### config.mk
export PLATFORM = sky130hd
export DESIGN_NAME = tl_a_channel_arbiter
export DESIGN_NICKNAME = d
export VERILOG_FILES = /design/src/rtl/tl_a_channel_arbiter.sv
export SDC_FILE = /design/constraint.sdc
export NUM_CORES = 1
export LEC_CHECK = 0
export ABC_AREA = 1
export CAP_MARGIN = 40
export CORE_AREA = 2 2 303 305
export DETAILED_ROUTE_END_ITERATION = 10
export DIE_AREA = 0 0 305 307
export GPL_TIMING_DRIVEN = 0
export PLACE_DENSITY = 0.34
export SLEW_MARGIN = 20
export SYNTH_ARGS = -nofsm -noshare
export SYNTH_HDL_FRONTEND = slang
export SYNTH_SLANG_ARGS = --single-unit
### constraint.sdc
create_clock -name clk_i -period 2.8 [get_ports clk_i]
set_input_delay 0.56 -clock clk_i [delete_from_list [all_inputs] [get_ports clk_i]]
set_output_delay 0.56 -clock clk_i [all_outputs]
set_load 0.02 [all_outputs]
### src/rtl/tl_a_channel_arbiter.sv
// tl_a_channel_arbiter: round-robin TileLink A-channel arbiter with burst locking (rev 1.0).
// Define TL_A_ARB_OUT_REG_EN to register the manager side through a 2-entry skid buffer.
`default_nettype none

module tl_a_channel_arbiter #(
  parameter int N_CLIENTS  = 4,
  parameter int ADDR_W     = 64,
  parameter int DATA_W     = 64,
  parameter int SOURCE_W   = 4,
  parameter int CID_W      = $clog2(N_CLIENTS),
  parameter int M_SOURCE_W = SOURCE_W + CID_W
) (
  input  logic                            clk_i,
  input  logic                            rst_ni,
  input  logic [N_CLIENTS-1:0]            cli_a_valid_i,
  output logic [N_CLIENTS-1:0]            cli_a_ready_o,
  input  logic [3*N_CLIENTS-1:0]          cli_a_opcode_i,
  input  logic [3*N_CLIENTS-1:0]          cli_a_param_i,
  input  logic [4*N_CLIENTS-1:0]          cli_a_size_i,
  input  logic [N_CLIENTS*SOURCE_W-1:0]   cli_a_source_i,
  input  logic [N_CLIENTS*ADDR_W-1:0]     cli_a_address_i,
  input  logic [N_CLIENTS*DATA_W/8-1:0]   cli_a_mask_i,
  input  logic [N_CLIENTS*DATA_W-1:0]     cli_a_data_i,
  input  logic [N_CLIENTS-1:0]            cli_a_corrupt_i,
  output logic                            mgr_a_valid_o,
  input  logic                            mgr_a_ready_i,
  output logic [2:0]                      mgr_a_opcode_o,
  output logic [2:0]                      mgr_a_param_o,
  output logic [3:0]                      mgr_a_size_o,
  output logic [M_SOURCE_W-1:0]           mgr_a_source_o,
  output logic [ADDR_W-1:0]               mgr_a_address_o,
  output logic [DATA_W/8-1:0]             mgr_a_mask_o,
  output logic [DATA_W-1:0]               mgr_a_data_o,
  output logic                            mgr_a_corrupt_o,
  output logic                            busy_o,
  output logic [CID_W-1:0]                grant_idx_o
);

  localparam int MASK_W = DATA_W / 8;
  localparam int PW = 3 + 3 + 4 + M_SOURCE_W + ADDR_W + MASK_W + DATA_W + 1;
  localparam logic [3:0] LOG_BPB = 4'($clog2(MASK_W));

  typedef enum logic [0:0] {IDLE = 1'b0, BUSY = 1'b1} state_t;

  state_t            state, state_d;
  logic [CID_W-1:0]  rr_ptr, rr_ptr_d, grant_q, grant_d;
  logic [7:0]        beat_cnt, beat_cnt_d, first_total;
  logic [CID_W-1:0]  pick, cand;
  logic              found, last, busy, side_ready, cli_hs, sel_valid;
  logic [PW-1:0]     sel_pack, out_pack;

  logic [2:0]          opc_a [N_CLIENTS];
  logic [2:0]          par_a [N_CLIENTS];
  logic [3:0]          siz_a [N_CLIENTS];
  logic [SOURCE_W-1:0] src_a [N_CLIENTS];
  logic [ADDR_W-1:0]   adr_a [N_CLIENTS];
  logic [MASK_W-1:0]   msk_a [N_CLIENTS];
  logic [DATA_W-1:0]   dat_a [N_CLIENTS];

  for (genvar g = 0; g < N_CLIENTS; g++) begin : g_unpack
    assign opc_a[g] = cli_a_opcode_i[g*3 +: 3];
    assign par_a[g] = cli_a_param_i[g*3 +: 3];
    assign siz_a[g] = cli_a_size_i[g*4 +: 4];
    assign src_a[g] = cli_a_source_i[g*SOURCE_W +: SOURCE_W];
    assign adr_a[g] = cli_a_address_i[g*ADDR_W +: ADDR_W];
    assign msk_a[g] = cli_a_mask_i[g*MASK_W +: MASK_W];
    assign dat_a[g] = cli_a_data_i[g*DATA_W +: DATA_W];
  end

  // Data opcodes have opcode[2] clear; everything else is a single beat.
  function automatic logic [7:0] msg_beats(input logic [2:0] op, input logic [3:0] sz);
    logic [7:0] n;
    n = 8'd1;
    if (!op[2] && sz > LOG_BPB) n = 8'd1 << (sz - LOG_BPB);
    return n;
  endfunction

  assign busy        = (state == BUSY);
  assign busy_o      = busy;
  assign grant_idx_o = grant_q;
  assign sel_valid   = cli_a_valid_i[grant_q];
  assign cli_hs      = busy && sel_valid && side_ready;
  assign sel_pack    = {opc_a[grant_q], par_a[grant_q], siz_a[grant_q], grant_q, src_a[grant_q],
                        adr_a[grant_q], msk_a[grant_q], dat_a[grant_q], cli_a_corrupt_i[grant_q]};

  always_comb begin
    pick  = rr_ptr;
    cand  = '0;
    found = 1'b0;
    for (int i = 0; i < N_CLIENTS; i++) begin
      cand = rr_ptr + CID_W'(i);
      if (!found && cli_a_valid_i[cand]) begin
        pick  = cand;
        found = 1'b1;
      end
    end
  end

  always_comb begin
    cli_a_ready_o = '0;
    if (busy) cli_a_ready_o[grant_q] = side_ready;
  end

  always_comb begin
    state_d     = state;
    grant_d     = grant_q;
    rr_ptr_d    = rr_ptr;
    beat_cnt_d  = beat_cnt;
    first_total = 8'd0;
    last        = 1'b0;
    case (state)
      IDLE: begin
        if (found) begin
          grant_d = pick;
          state_d = BUSY;
        end
      end
      BUSY: begin
        if (cli_hs) begin
          // beat_cnt == 0 marks the first beat, whose fields size the message.
          if (beat_cnt == 8'd0) begin
            first_total = msg_beats(opc_a[grant_q], siz_a[grant_q]);
            last        = (first_total <= 8'd1);
            beat_cnt_d  = first_total - 8'd1;
          end else begin
            last       = (beat_cnt == 8'd1);
            beat_cnt_d = beat_cnt - 8'd1;
          end
          if (last) begin
            state_d    = IDLE;
            rr_ptr_d   = grant_q + 1'b1;
            beat_cnt_d = 8'd0;
          end
        end
      end
      default: state_d = IDLE;
    endcase
  end

  always_ff @(posedge clk_i or negedge rst_ni) begin
    if (!rst_ni) begin
      state    <= IDLE;
      rr_ptr   <= '0;
      grant_q  <= '0;
      beat_cnt <= 8'd0;
    end else begin
      state    <= state_d;
      rr_ptr   <= rr_ptr_d;
      grant_q  <= grant_d;
      beat_cnt <= beat_cnt_d;
    end
  end

`ifdef TL_A_ARB_OUT_REG_EN
  logic [PW-1:0] skid [2];
  logic          head, tail, push, pop;
  logic [1:0]    count;

  assign side_ready    = (count != 2'd2);
  assign push          = cli_hs;
  assign pop           = mgr_a_valid_o && mgr_a_ready_i;
  assign tail          = head ^ count[0];
  assign mgr_a_valid_o = (count != 2'd0);
  assign out_pack      = skid[head];

  always_ff @(posedge clk_i or negedge rst_ni) begin
    if (!rst_ni) begin
      skid[0] <= '0;
      skid[1] <= '0;
      head    <= 1'b0;
      count   <= 2'd0;
    end else begin
      if (push) skid[tail] <= sel_pack;
      if (pop) head <= ~head;
      count <= count + {1'b0, push} - {1'b0, pop};
    end
  end
`else
  assign side_ready    = mgr_a_ready_i;
  assign mgr_a_valid_o = busy && sel_valid;
  assign out_pack      = busy ? sel_pack : '0;
`endif

  assign {mgr_a_opcode_o, mgr_a_param_o, mgr_a_size_o, mgr_a_source_o,
          mgr_a_address_o, mgr_a_mask_o, mgr_a_data_o, mgr_a_corrupt_o} = out_pack;

endmodule

`default_nettype wire

Word level (Yosys, flattened, before mapping)
Index checks and enable logic that the tools add are counted.
{"block": "totals", "register_bits": 13, "input_bits": 611, "output_inout_bits": 161, "elab_cells": 97}
{"block": "classes", "add_sub_neg": 7, "reduce_logical": 15, "bitwise": 3, "n_shift": 1, "order_cmp": 9, "eq_ne": 1, "muxes": 57}
{"op": "64-bit binary-select mux with 2-bit select", "count": 2}
{"op": "64-bit 2-to-1 mux", "count": 4}
{"op": "153-bit 2-to-1 mux", "count": 1}
{"op": "8-bit 2-to-1 mux", "count": 8}
{"op": "4-bit 2-to-1 mux", "count": 5}
{"op": "1-bit 2-to-1 mux", "count": 17}
{"op": "4-bit binary-select mux with 2-bit select", "count": 2}
{"op": "8-bit binary-select mux with 2-bit select", "count": 1}
{"op": "8-bit by 1-bit subtractor with 8-bit output (second input constant)", "count": 2}
{"op": "2-bit by 3-bit less-than comparator with 1-bit output (second input constant)", "count": 5}
{"op": "1-bit binary-select mux with 2-bit select", "count": 6}
{"op": "3-bit binary-select mux with 2-bit select", "count": 2}
{"op": "3-bit 2-to-1 mux", "count": 4}
{"op": "8-bit by 1-bit == test with 1-bit output (second input constant)", "count": 1}
{"op": "8-bit by 1-bit less-or-equal comparator with 1-bit output (second input constant)", "count": 1}
{"op": "8-bit zero test", "count": 1}
{"op": "1-bit by 4-bit << shifter with 8-bit output (first input constant)", "count": 1}
{"op": "1-bit logical AND", "count": 7}
{"op": "2-bit 2-to-1 mux", "count": 3}
{"op": "2-bit by 1-bit adder with 2-bit output (second input constant)", "count": 2}
{"op": "2-bit adder (second input constant)", "count": 2}
{"op": "4-bit AND", "count": 1}
{"op": "4-bit by 2-bit greater-than comparator with 1-bit output (second input constant)", "count": 1}
{"op": "1-bit zero test", "count": 4}
{"op": "other kinds (9)", "count": 10}

Depth between registers and ports, before layout
Gate-level depths: netlist of run 1.
{"block": "depth", "word_depth": 17, "depth_mapped": 16, "depth_no_buf": 15}

Worst setup path before layout of run 1
Ideal clock, no wire load.
{"block": "synth_timing", "path_type": "register to output", "from": "register grant_q[0], in the netlist grant_idx_o[0]", "to": "output port mgr_a_source_o[0]", "arrival_ns": 1.734, "path_stages_with_launch": 9, "required_ns": 2.240, "setup_slack_ns": 0.506, "n_path_buf": 4, "path_cell_list": "dfrtp_1 > buf_6 > buf_6 > buf_2 > buf_2 > nor2_1 > nor2_1 > o21ai_0 > a21oi_1"}
{"block": "synth_via", "elab_chain_cells": 5}
{"element": "start: declaration", "line": "46", "rtl": "logic [CID_W-1:0] rr_ptr, rr_ptr_d, grant_q, grant_d;"}
{"element": "start signal: assignment", "line": "149", "rtl": "grant_q <= grant_d;"}
{"element": "2-bit inverter with 3-bit output (not written as such)", "line": "83", "rtl": "assign sel_pack = {opc_a[grant_q], par_a[grant_q], siz_a[grant_q], grant_q, src_a[grant_q],"}
{"element": "4-bit binary-select mux with 2-bit select", "line": "83"}
{"element": "4-bit 2-to-1 mux (not written as such) (2 in series)", "line": "83"}
{"element": "153-bit 2-to-1 mux", "line": "181", "rtl": "assign out_pack = busy ? sel_pack : '0;"}
{"element": "end: declaration", "line": "30", "rtl": "output logic [M_SOURCE_W-1:0] mgr_a_source_o,"}
Every way passes these cells. The select of a mux whose other input is x is not followed.

Worst setup path in the final report of run 1
{"block": "layout_timing", "from": "register grant_q[0], in the netlist grant_idx_o[0]", "to": "output port mgr_a_address_o[62]"}
{"block": "layout_via", "elab_chain_cells": 5}
{"element": "2-bit inverter with 3-bit output (not written as such)", "line": "84", "rtl": "adr_a[grant_q], msk_a[grant_q], dat_a[grant_q], cli_a_corrupt_i[grant_q]};"}
{"element": "64-bit binary-select mux with 2-bit select", "line": "84"}
{"element": "64-bit 2-to-1 mux (not written as such) (2 in series)", "line": "84"}
{"element": "153-bit 2-to-1 mux", "line": "181"}
{"element": "end: declaration", "line": "31", "rtl": "output logic [ADDR_W-1:0] mgr_a_address_o,"}
Every way passes these cells. The select of a mux whose other input is x is not followed.

==> metrics.md, run 1 <==
| Metric | Value |
|---|---|
| Status | `finished, final reports clean` |
| Pleak | `approximately 6.4 nW` |
| Dpl hpwl | `64160 µm` |
| Worst slew pin tran | `between 0.7 and 0.8 ns` |
| Hold-fix buffers at CTS | `0` |
| Layout cell share with drive strength beyond 1 | `0.1501` |
| Max Cap Viol | `0` |
| FP Rows | `111` |
| CTS root buffer | `clkbuf_16` |
| Clock Sinks | `13` |
| Data arrival time of the worst path | `2.17 ns` |
| Crit Path Max Fanout | `10` |
| Skew-Pair Late Insertion Delay | `0.24 ns` |
| Startpoint types | `flip-flop` |
| Max-slew violation count | `0` |
| Critical path type | `reg -> out` |
| Global-route wire length before repair | `101600 µm` |
| WL/cell | `22.17 µm` |
| Die area | `93640 µm²` |
| Initial antenna violation count | `6` |
| PwrDens | `952.2 nW/µm²` |
| Final worst-path cycle share | `0.9759` |
| Core area | `around 91000 µm²` |
| Number of DRC markers in iteration 0 | `850` |
| Post-Syn Area per Cell | `4.624 µm²` |
| GP Congestion | `0.8728` |
| Hold Path Class | `reg -> reg` |
| Sequential area share after synthesis | `0.05036` |
| Final Hold Vio Count | `0` |
| RSZ-0062 raised after global routing | `yes` |
| Initial Util | `0.07123` |
| Synthesized flop and latch total | `13` |
| Slew HR | `0.5078` |
| Vias | `12710` |
| Drt drc | `0` |
| Num CTS Buffers | `3` |
| Largest net degree at the start of global routing | `14` |
| Mapped Cells | `1397` |
| Die X | `between 300 and 400 µm` |
| Synthesized area | `6460 µm²` |
| All-Layer GR Usage | `0.1500` |
| Clock skew | `between 0.0015 and 0.002 ns` |
| H-tree levels | `1` |
| Yosys warns | `0` |
| Tmin final | `2.733 ns` |
| Deepest clock path buffer count | `2` |
| Cell variety after synth | `34` |
| Hold slack | `0.5531 ns` |
| Post-DRT Antenna Nets | `0` |
| Top_reg_cell synth | `dfrtp_1` |
| FMAX | `0.3659 GHz` |
| Global route overflow | `0` |
| Area added between synthesis and finish | `149.1%` |
| Worst endpoint required time | `2.24 ns` |
| Asr flop ratio synth | `1.000` |
| First-pass detailed-route iteration total | `5` |
| Ports | `772` |
| Vias in the first global route | `about 13000` |
| PnR Total Power | `15.32 mW` |
| Final nets | `about 2800` |
| Avg Vias per Cell | `around 3.8` |
| Reg clk slew, reported paths | `0.05 ns` |
| CTS tree | `yes` |
| Synthesized net count | `slightly above 2000` |
| Count of input and output buffers | `771` |
| # setup viols final | `0` |
| Routed wire length | `roughly 75000 µm` |
| CP Capture Type | `output pin` |
| Number of flops mapped to enable cells by yosys | `0` |
| Die span in y | `307 µm` |
| VDD IR max | `0.2689 mV` |
final cells by class:
type,count,area (µm²)
diodes,2,5.005
plain buffers,120,978.4
clock buffers,4,78.83
fillers,10570,74600
inverters,29,111.4
multi-input cells,1235,5658
flip-flops and latches,13,327.8
well taps,1186,1484
repair buffers,784,7448
critical path, stage by stage (launching register included):
cell and delay [ns]:
dfrtp_2 0.43, inv_2 0.18, buf_6 0.20, buf_8 0.20, clkbuf_4 0.26, o21ai_0 0.14, a21oi_2 0.22, clkdlybuf4s15_2 0.29
Yosys cell counts (all sizes together), types with 3 or more instances:
cell	instances	area share
buf	52	0.042
o21ai	312	0.24
nand4	3	0.0052
nand2	111	0.070
clkbuf	68	0.040
ha	9	0.017
xor2	5	0.0068
nor2	610	0.36
inv	29	0.017
dfrtp	13	0.050
nand3	20	0.020
a21oi	153	0.12
final timing paths:
check                          startpoint             endpoint  slack (ns)  depth (start not counted)
setup / recovery           grant_idx_o[0]  mgr_a_address_o[62]        0.07                          7
hold / removal                beat_cnt[4]          beat_cnt[4]        0.55                          2
setup reg to reg           grant_idx_o[0]          beat_cnt[0]        0.35                         15
hold reg to reg               beat_cnt[4]          beat_cnt[4]        0.55                          2
max in group asynchronous          rst_ni       grant_idx_o[0]        1.68                          1
min in group asynchronous          rst_ni          beat_cnt[1]        0.70                          1
layer usage:
layer,part of all wire,vias to the layer above,GRT usage
met5,0.00053,-,0
met1,0.43,5915,0.1861
met3,0.067,45,0.03067
met4,0.011,4,0.01554
li1,-,6152,-
met2,0.50,598,0.2732
placed cells by master, fill, tap and decap left out, drive strengths merged, types with 20 or more instances in the layout:
| cell type | instances |
|---|---|
| clkdlybuf4s50 | 621 |
| nand3 | 20 |
| clkdlybuf4s15 | 24 |
| inv | 29 |
| a21oi | 153 |
| nor2 | 610 |
| clkbuf | 109 |
| o21ai | 312 |
| buf | 139 |
| nand2 | 111 |
cells by family after synthesis:
logic type | share of synthesized area
AO/OA/AOI/OAI | 0.3682
XOR/XNOR | 0.006779
adder cells (fa/ha/maj) | 0.01743
buffers and inverters | 0.09878
flip-flops | 0.05036
AND/OR/NAND/NOR | 0.4585
flip-flops by register name (all words and copies together), names as in the netlist:
signal / cells
rr_ptr: 2
beat_cnt: 8
busy_o: 1
grant_idx_o: 2
report_power, final:
group | leakage (nW) | total (mW) | switching (mW) | internal (mW)
Sequential | 0.160 | 0.363 | 0.0896 | 0.273
Clock | 0.0382 | 0.268 | 0.0765 | 0.192
Combinational | 6.19 | 14.7 | 9.50 | 5.19
per-stage QoR:
step	TNS (ns)	std cells	setup slack, ns	area [µm²]	util
floorplan	0	1397	0.5056	6460	-
global placement	-186.80	3354	-1.710	15660	0.1727
detailed placement	-120.52	3362	-1.300	15770	0.1739
CTS	-0.1272	3371	-0.06368	16270	0.1794
global route	-0.1856	3371	-0.03503	16090	0.1774
finish	0	3373	0.06738	16090	0.1774
repair_timing:
action,CTS,global route
endpoints found under the hold margin,0,0
setup endpoints to repair,157,126
gates resized for setup,664,162
gates cloned,2,0
setup buffers,3,0
pin swaps,15,20
Note: power is estimated with default switching activity, not from simulation.
==> run 2, diff against run 1 <==
--- a/config.mk
+++ b/config.mk
@@ -8,10 +8,12 @@
 export ABC_AREA = 1
 export CAP_MARGIN = 40
 export CORE_AREA = 2 2 303 305
+export CTS_CLUSTER_SIZE = 8
 export DETAILED_ROUTE_END_ITERATION = 10
 export DIE_AREA = 0 0 305 307
 export GPL_TIMING_DRIVEN = 0
 export PLACE_DENSITY = 0.34
+export REMOVE_ABC_BUFFERS = 1
 export SLEW_MARGIN = 20
 export SYNTH_ARGS = -nofsm -noshare
 export SYNTH_HDL_FRONTEND = slang
==> metrics.md, run 2 (synthesis results as in run 1) <==
| Metric | Value |
|---|---|
| Status | `finished, final reports clean (unchanged)` |
| Die X | `305 µm (unchanged)` |
| Ports | `772 (unchanged)` |
| Deepest clock path buffer count | `2 (unchanged)` |
| Final nets | `2720 (was 2806)` |
| Reg2Reg Capture Point | `beat_cnt[0] (unchanged)` |
| All-Layer GR Usage | `0.1470 (was 0.1500)` |
| Crit Path Max Fanout | `35 (was 10)` |
| First-pass detailed-route iteration total | `4 (was 5)` |
| Global route overflow | `0 (unchanged)` |
| Initial antenna violation count | `13 (was 6)` |
| FP Rows | `111 (unchanged)` |
| FMAX | `0.3649 GHz (was 0.3659 GHz)` |
| # setup viols final | `0 (unchanged)` |
| CTS tree | `yes (unchanged)` |
| Reg clk slew, reported paths | `0.05 ns (about the same)` |
| WL/cell | `22.23 µm (was 22.17 µm)` |
| Worst setup path endpoint | `mgr_a_address_o[36] (was mgr_a_address_o[62])` |
| Final Hold Vio Count | `0 (unchanged)` |
| Slew HR | `0.5027 (was 0.5078)` |
| Layout Utilization | `0.1788 (was 0.1774)` |
| Critical R2R Launch | `grant_idx_o[0] (unchanged)` |
| CP Depth | `8 (was 7)` |
| Data arrival time of the worst path | `2.18 ns (was 2.17 ns)` |
| Area added between synthesis and finish | `151.0% (was 149.1%)` |
| Max-slew violation count | `0 (unchanged)` |
| Skew-Pair Late Insertion Delay | `0.24 ns (about the same)` |
| Vias | `12300 (was 12710)` |
| Reg2reg setup slack | `0.18 ns (was 0.35 ns)` |
| Global-route wire length before repair | `99330 µm (was 101600 µm)` |
| Tmin final | `2.740 ns (was 2.733 ns)` |
| DR top layer | `met5 (unchanged)` |
| Number of DRC markers in iteration 0 | `667 (was 850)` |
| Vias in the first global route | `12760 (was 13230)` |
| Sw Ratio | `0.6256 (was 0.6311)` |
| Drt drc | `0 (unchanged)` |
| Worst slew pin tran | `0.7382 ns (was 0.7383 ns)` |
| CTS root buffer | `clkbuf_16 (unchanged)` |
| Critical path type | `reg -> out (unchanged)` |
| H-tree levels | `1 (unchanged)` |
| Commonest non-fill, non-tap cell in the layout | `clkdlybuf4s50_1 (unchanged)` |
| Fillers | `10470 (was 10570)` |
| RSZ-0062 raised after global routing | `yes (unchanged)` |
| Cell Chain, Critical Path | `buf_4, buf_16, buf_16, nor2_1, nor2_1, o21ai_0, a21oi_2, clkdlybuf4s15_2 (was inv_2, buf_6, buf_8, clkbuf_4, o21ai_0, a21oi_2, clkdlybuf4s15_2)` |
| CP max stage cell | `dfrtp_4 (was dfrtp_2)` |
| GP Congestion | `0.8583 (was 0.8728)` |
| Avg Vias per Cell | `3.739 (was 3.769)` |
| Biggest register | `beat_cnt (unchanged)` |
| Largest net degree at the start of global routing | `62 (was 14)` |
| Clock Sinks | `13 (unchanged)` |
| Worst setup path startpoint | `grant_idx_o[0] (unchanged)` |
| Core area | `90690 µm² (unchanged)` |
| Dpl hpwl | `52140 µm (was 64160 µm)` |
| Critical path's largest stage delay | `0.48 ns (was 0.43 ns)` |
| Top cell family by delay on the critical path | `buffers and inverters (unchanged)` |
| Total negative slack | `0 ns (unchanged)` |
| FF/Latch Area | `332.8 µm² (was 327.8 µm²)` |
| Routed wire length | `73120 µm (was 74790 µm)` |
| Logic pwr share | `0.956 (was 0.959)` |
| Clock power frac | `0.017 (was 0.018)` |
| Hold Path Class | `reg -> reg (unchanged)` |
| CP Capture Type | `output pin (unchanged)` |
| Startpoint types | `flip-flop (unchanged)` |
| VDD IR max | `0.3615 mV (was 0.2689 mV)` |
| Most frequent cells in the layout | `clkdlybuf4s50_1, nor2_1, o21ai_0, a21oi_1, nand2_1 (unchanged)` |
| Max reg flops | `8 (unchanged)` |
| Die span in y | `307 µm (unchanged)` |
| Die area | `93640 µm² (unchanged)` |
| Final worst-path cycle share | `0.9787 (was 0.9759)` |
| Multi-input logic area | `5667 µm² (was 5658 µm²)` |
| Layout cell share with drive strength beyond 1 | `0.1067 (was 0.1501)` |
| Max Cap Viol | `0 (unchanged)` |
| Met1 wire length | `30060 µm (was 31810 µm)` |
| CP Buf/Inv Count | `4 (was 5)` |
| PwrDens | `965.1 nW/µm² (was 952.2 nW/µm²)` |
| Initial Util | `0.07123 (unchanged)` |
| Num CTS Buffers | `3 (unchanged)` |
| Hold-fix buffers at CTS | `0 (unchanged)` |
| Reg2Reg Depth | `15 (unchanged)` |
| Pleak | `6.347 nW (was 6.388 nW)` |
| Count of input and output buffers | `771 (unchanged)` |
| Post-DRT Antenna Nets | `0 (unchanged)` |
| Clock skew | `0.003079 ns (was 0.001867 ns)` |
| Pint | `5.860 mW (was 5.653 mW)` |
| NetSw | `9.790 mW (was 9.670 mW)` |
| Worst endpoint required time | `2.24 ns (about the same)` |
| Part of the power in registers | `0.026 (was 0.024)` |
| Routed met2 length | `35090 µm (was 37080 µm)` |
| Met3 wire len | `6350 µm (was 5015 µm)` |
[run 2: layer usage]
layer / GRT usage / vias up
li1: - / 5987
met1: 0.1755 / 5636
met2: 0.2545 / 602
met3: 0.04735 / 58
met4: 0.03419 / 14
met5: 0 / -
[run 2: worst min-delay path, delay by kind of cell (launching register included)]
kind,cells,cell delay (ns)
DFF,1,0.38
and+or+nand+nor,2,0.11
[run 2: worst min-delay path by stage]
stage | from | endpoint | slack [ns] | depth (start not counted)
floorplan | rst_ni | beat_cnt[0] | 0.26 | 0
global placement | beat_cnt[7] | beat_cnt[7] | 0.52 | 2
detailed placement | beat_cnt[7] | beat_cnt[7] | 0.52 | 2
CTS | beat_cnt[7] | beat_cnt[7] | 0.53 | 2
global route | beat_cnt[4] | beat_cnt[4] | 0.58 | 2
finish | beat_cnt[7] | beat_cnt[7] | 0.53 | 2
[run 2: power by group through the flow]
stage               registers, mW  clock network [mW]  logic [mW]
finish                      0.413               0.271        15.0
global route                0.431               0.287        16.2
CTS                         0.426               0.275        15.4
detailed placement          0.533                   0        14.4
global placement            0.844                   0        9.91
floorplan                   0.757                   0        5.85
[run 2: per-stage QoR]
step                total power, mW  worst slack (ns)  instances  instance area [µm²]  hold WS (ns)
finish                        15.65           0.05973       3289                16220        0.5292
global route                  16.89          -0.07560       3288                16210        0.5832
CTS                           16.07          -0.06891       3278                16230        0.5279
detailed placement            14.89            -1.160       3246                15480        0.5174
global placement              10.76            -20.30       3234                15130        0.5208
floorplan                     6.605            -8.672       1277                 5931        0.2644
[run 2: final cells by class]
cell class / count / area share
Tap cell: 1186 / 0.09151
Clock buffer: 4 / 0.004861
Timing Repair inverter: 4 / 0.002778
Antenna cell: 4 / 0.0006173
Inverter: 29 / 0.01034
Timing Repair Buffer: 814 / 0.5199
Multi-Input combinational cell: 1235 / 0.3495
Sequential cell: 13 / 0.02052
[run 2: timing repair]
| action | 4_1_cts | 5_1_grt |
|---|---|---|
| pin swaps | 9 | 20 |
| gates cloned | 20 | 2 |
| gates resized for setup | 440 | 119 |
| setup buffers | 8 | 5 |
| endpoints found under the setup margin | 167 | 110 |
==> run 3, diff against run 2 <==
--- a/config.mk
+++ b/config.mk
@@ -5,16 +5,16 @@
 export SDC_FILE = /design/constraint.sdc
 export NUM_CORES = 1
 export LEC_CHECK = 0
-export ABC_AREA = 1
 export CAP_MARGIN = 40
 export CORE_AREA = 2 2 303 305
 export CTS_CLUSTER_SIZE = 8
 export DETAILED_ROUTE_END_ITERATION = 10
 export DIE_AREA = 0 0 305 307
 export GPL_TIMING_DRIVEN = 0
-export PLACE_DENSITY = 0.34
+export PLACE_DENSITY = 0.33
 export REMOVE_ABC_BUFFERS = 1
 export SLEW_MARGIN = 20
 export SYNTH_ARGS = -nofsm -noshare
 export SYNTH_HDL_FRONTEND = slang
 export SYNTH_SLANG_ARGS = --single-unit
+export TNS_END_PERCENT = 50
==> metrics.md, run 3 <==
| Metric | Value |
|---|---|
| Status | `finished with violations (was finished, final reports clean)` |
| Failing checks | `setup timing` |
| Number of flops mapped to enable cells by yosys | `0 (unchanged)` |
| Die X | `305 µm (unchanged)` |
| VDD IR max | `0.3443 mV (was 0.3615 mV)` |
| Hold Path Class | `reg -> reg (unchanged)` |
| Worst endpoint required time | `2.24 ns (about the same)` |
| Data arrival time of the worst path | `2.35 ns (was 2.18 ns)` |
| Biggest register | `beat_cnt (unchanged)` |
| Global route overflow | `0 (unchanged)` |
| Top cell family by delay on the critical path | `buffers and inverters (unchanged)` |
| FP Rows | `111 (unchanged)` |
| Die area | `93640 µm² (unchanged)` |
| Number of DRC markers in iteration 0 | `302 (was 667)` |
| # setup viols final | `55 (was 0)` |
| Final nets | `1918 (was 2720)` |
| CP Buf/Inv Count | `4 (unchanged)` |
| Sequential area share after synthesis | `0.05753 (was 0.05036)` |
| Synth area leaders | `mux4_2, and2_1, dfrtp_1 (was nor2_1, o21ai_0, a21oi_1)` |
| Most frequent cells in the layout | `clkdlybuf4s50_1, mux4_2, and2_1, buf_2, buf_4 (was clkdlybuf4s50_1, nor2_1, o21ai_0, a21oi_1, nand2_1)` |
| Most frequent cell after synthesis | `mux4_2 (was nor2_1)` |
| Final Hold Vio Count | `0 (unchanged)` |
| Dpl hpwl | `54960 µm (was 52140 µm)` |
| CTS tree | `yes (unchanged)` |
| Vias in the first global route | `9192 (was 12760)` |
| Die span in y | `307 µm (unchanged)` |
| WL/cell | `26.26 µm (was 22.23 µm)` |
| Deepest clock path buffer count | `2 (unchanged)` |
| CP max stage cell | `mux4_2 (was dfrtp_4)` |
| Avg Vias per Cell | `3.335 (was 3.739)` |
| Total negative slack | `-2.305 ns (was 0 ns)` |
| Critical path type | `reg -> out (unchanged)` |
| Initial Util | `0.06235 (was 0.07123)` |
| Reg clk slew, reported paths | `0.05 ns (about the same)` |
| Critical path's largest stage delay | `0.51 ns (was 0.48 ns)` |
| Layout cell share with drive strength beyond 1 | `0.3045 (was 0.1067)` |
| Clock Sinks | `13 (unchanged)` |
| Top post-synthesis cells by count | `mux4_2, and2_1, clkbuf_1 (was nor2_1, o21ai_0, a21oi_1)` |
| Crit Path Max Fanout | `7 (was 35)` |
| Synthesized area | `5654 µm² (was 6460 µm²)` |
| FMAX | `0.3438 GHz (was 0.3649 GHz)` |
| Hold slack | `0.5600 ns (was 0.5292 ns)` |
| Largest net degree at the start of global routing | `63 (was 62)` |
| Cell Chain, Critical Path | `buf_6, buf_16, buf_12, mux4_2, and2_1, dlygate4sd2_1 (was buf_4, buf_16, buf_16, nor2_1, nor2_1, o21ai_0, a21oi_2, clkdlybuf4s15_2)` |
| Synth top area share | `0.6054 (was 0.3533)` |
| Post-DRT Antenna Nets | `0 (unchanged)` |
| Drt drc | `0 (unchanged)` |
| Worst Setup Slack, final | `-0.1084 ns (was 0.05973 ns)` |
| Vias | `8295 (was 12300)` |
| Slew HR | `0.5044 (was 0.5027)` |
| Pleak | `5.639 nW (was 6.347 nW)` |
| Yosys warns | `0 (unchanged)` |
| Max Cap Viol | `0 (unchanged)` |
| Mapped Cells | `495 (was 1397)` |
| Max-slew violation count | `0 (unchanged)` |
| Asr flop ratio synth | `1.000 (unchanged)` |
| RSZ-0062 raised after global routing | `yes (unchanged)` |
| Cell variety after synth | `39 (was 34)` |
| Skew-Pair Late Insertion Delay | `0.24 ns (about the same)` |
| Routed wire length | `65300 µm (was 73120 µm)` |
| Core area | `90690 µm² (unchanged)` |
| GP Congestion | `0.8427 (was 0.8583)` |
| Yosys top cell by area | `mux4_2 (was nor2_1)` |
| Area added between synthesis and finish | `177.1% (was 151.0%)` |
| Global-route wire length before repair | `84140 µm (was 99330 µm)` |
| Worst slew pin tran | `0.7367 ns (was 0.7382 ns)` |
| Synthesized flop and latch total | `13 (unchanged)` |
| Clock skew | `0.002116 ns (was 0.003079 ns)` |
| Post-Syn Area per Cell | `11.42 µm² (was 4.624 µm²)` |
| All-Layer GR Usage | `0.1303 (was 0.1470)` |
| First-pass detailed-route iteration total | `4 (unchanged)` |
| CP Capture Type | `output pin (unchanged)` |
| Initial antenna violation count | `22 (was 13)` |
| Count of input and output buffers | `771 (unchanged)` |
| Top_reg_cell synth | `dfrtp_1 (unchanged)` |
| Tmin final | `2.908 ns (was 2.740 ns)` |
| Startpoint types | `flip-flop (unchanged)` |
| Commonest non-fill, non-tap cell in the layout | `clkdlybuf4s50_1 (unchanged)` |
| Max reg flops | `8 (unchanged)` |
| Ports | `772 (unchanged)` |
| Num CTS Buffers | `3 (unchanged)` |
| PwrDens | `890.6 nW/µm² (was 965.1 nW/µm²)` |
| CTS root buffer | `clkbuf_16 (unchanged)` |
| H-tree levels | `1 (unchanged)` |
| Final worst-path cycle share | `1.039 (was 0.9787)` |
[run 3: final cells by class]
class / count / area, µm²
diodes: 4 / 10.01
clock buffers: 4 / 78.83
fillers: 10090 / 75020
inverters: 11 / 41.29
multi-input cells: 418 / 5263
flip-flops and latches: 13 / 336.6
well taps: 1186 / 1484
repair buffers: 851 / 8453
[run 3: final timing paths]
kind | cells after the start | startpoint | slack, ns | end
worst max-delay path | 6 | grant_idx_o[0] | -0.11 | mgr_a_address_o[32]
worst min-delay path | 2 | beat_cnt[1] | 0.56 | beat_cnt[1]
worst max register to register | 8 | grant_idx_o[0] | -0.09 | beat_cnt[6]
worst min register to register | 2 | beat_cnt[1] | 0.56 | beat_cnt[1]
max in group asynchronous | 1 | rst_ni | 1.60 | grant_idx_o[0]
min in group asynchronous | 1 | rst_ni | 0.72 | beat_cnt[4]
[run 3: per-layer routing]
metal,up-vias,global-route usage,part of all wire
met5,-,0,0.00072
met4,6,0.002418,0.0031
met3,22,0.02578,0.068
met2,502,0.2514,0.53
met1,4169,0.1554,0.39
li1,3596,-,-
[run 3: cells by family (layout without fill, tap and decap cells)]
logic type,count (synthesis),in the layout,share of synthesized area
AOI/OAI and AO/OA,45,45,0.04802
xor gates and xnor gates,1,1,0.001549
adders and majority gates,9,9,0.01992
buffers and inverters,64,866,0.04581
DFF,13,13,0.05753
muxes,155,155,0.6112
other,0,4,0
and+or+nand+nor,208,208,0.2160
[run 3: timing repair]
| item | CTS | global route |
|---|---|---|
| setup buffers | 33 | 27 |
| hold buffers | 0 | 0 |
| pin swaps | 2 | 13 |
| endpoints found under the setup margin | 166 | 110 |
| endpoints found under the hold margin | 0 | 0 |
| resized for setup | 421 | 169 |
| cloned | 8 | 4 |
[run 3: report_power, final]
part / internal, mW / switching (mW) / leakage [nW]
Sequential: 0.284 / 0.145 / 0.155
Clock: 0.192 / 0.0779 / 0.0382
Combinational: 6.44 / 6.81 / 5.45
[run 3: tightest hold or removal path, cell delays in order (launching register included)]
cell     delay [ns]
dfrtp_1        0.38
nand2_1        0.06
o21ai_1        0.08
[run 3: through the flow]
stage	total power [mW]	util	worst slack (ns)	instance area, µm²	cells
after global placement	7.565	0.1614	-8.941	14640	2399
final	13.95	0.1727	-0.1084	15670	2487
after CTS	13.82	0.1705	-0.2140	15460	2454
after floorplan	5.354	-	-5.742	5436	442
after global routing	14.83	0.1726	-0.1698	15660	2483
after detailed placement	12.85	0.1643	-0.8049	14900	2409
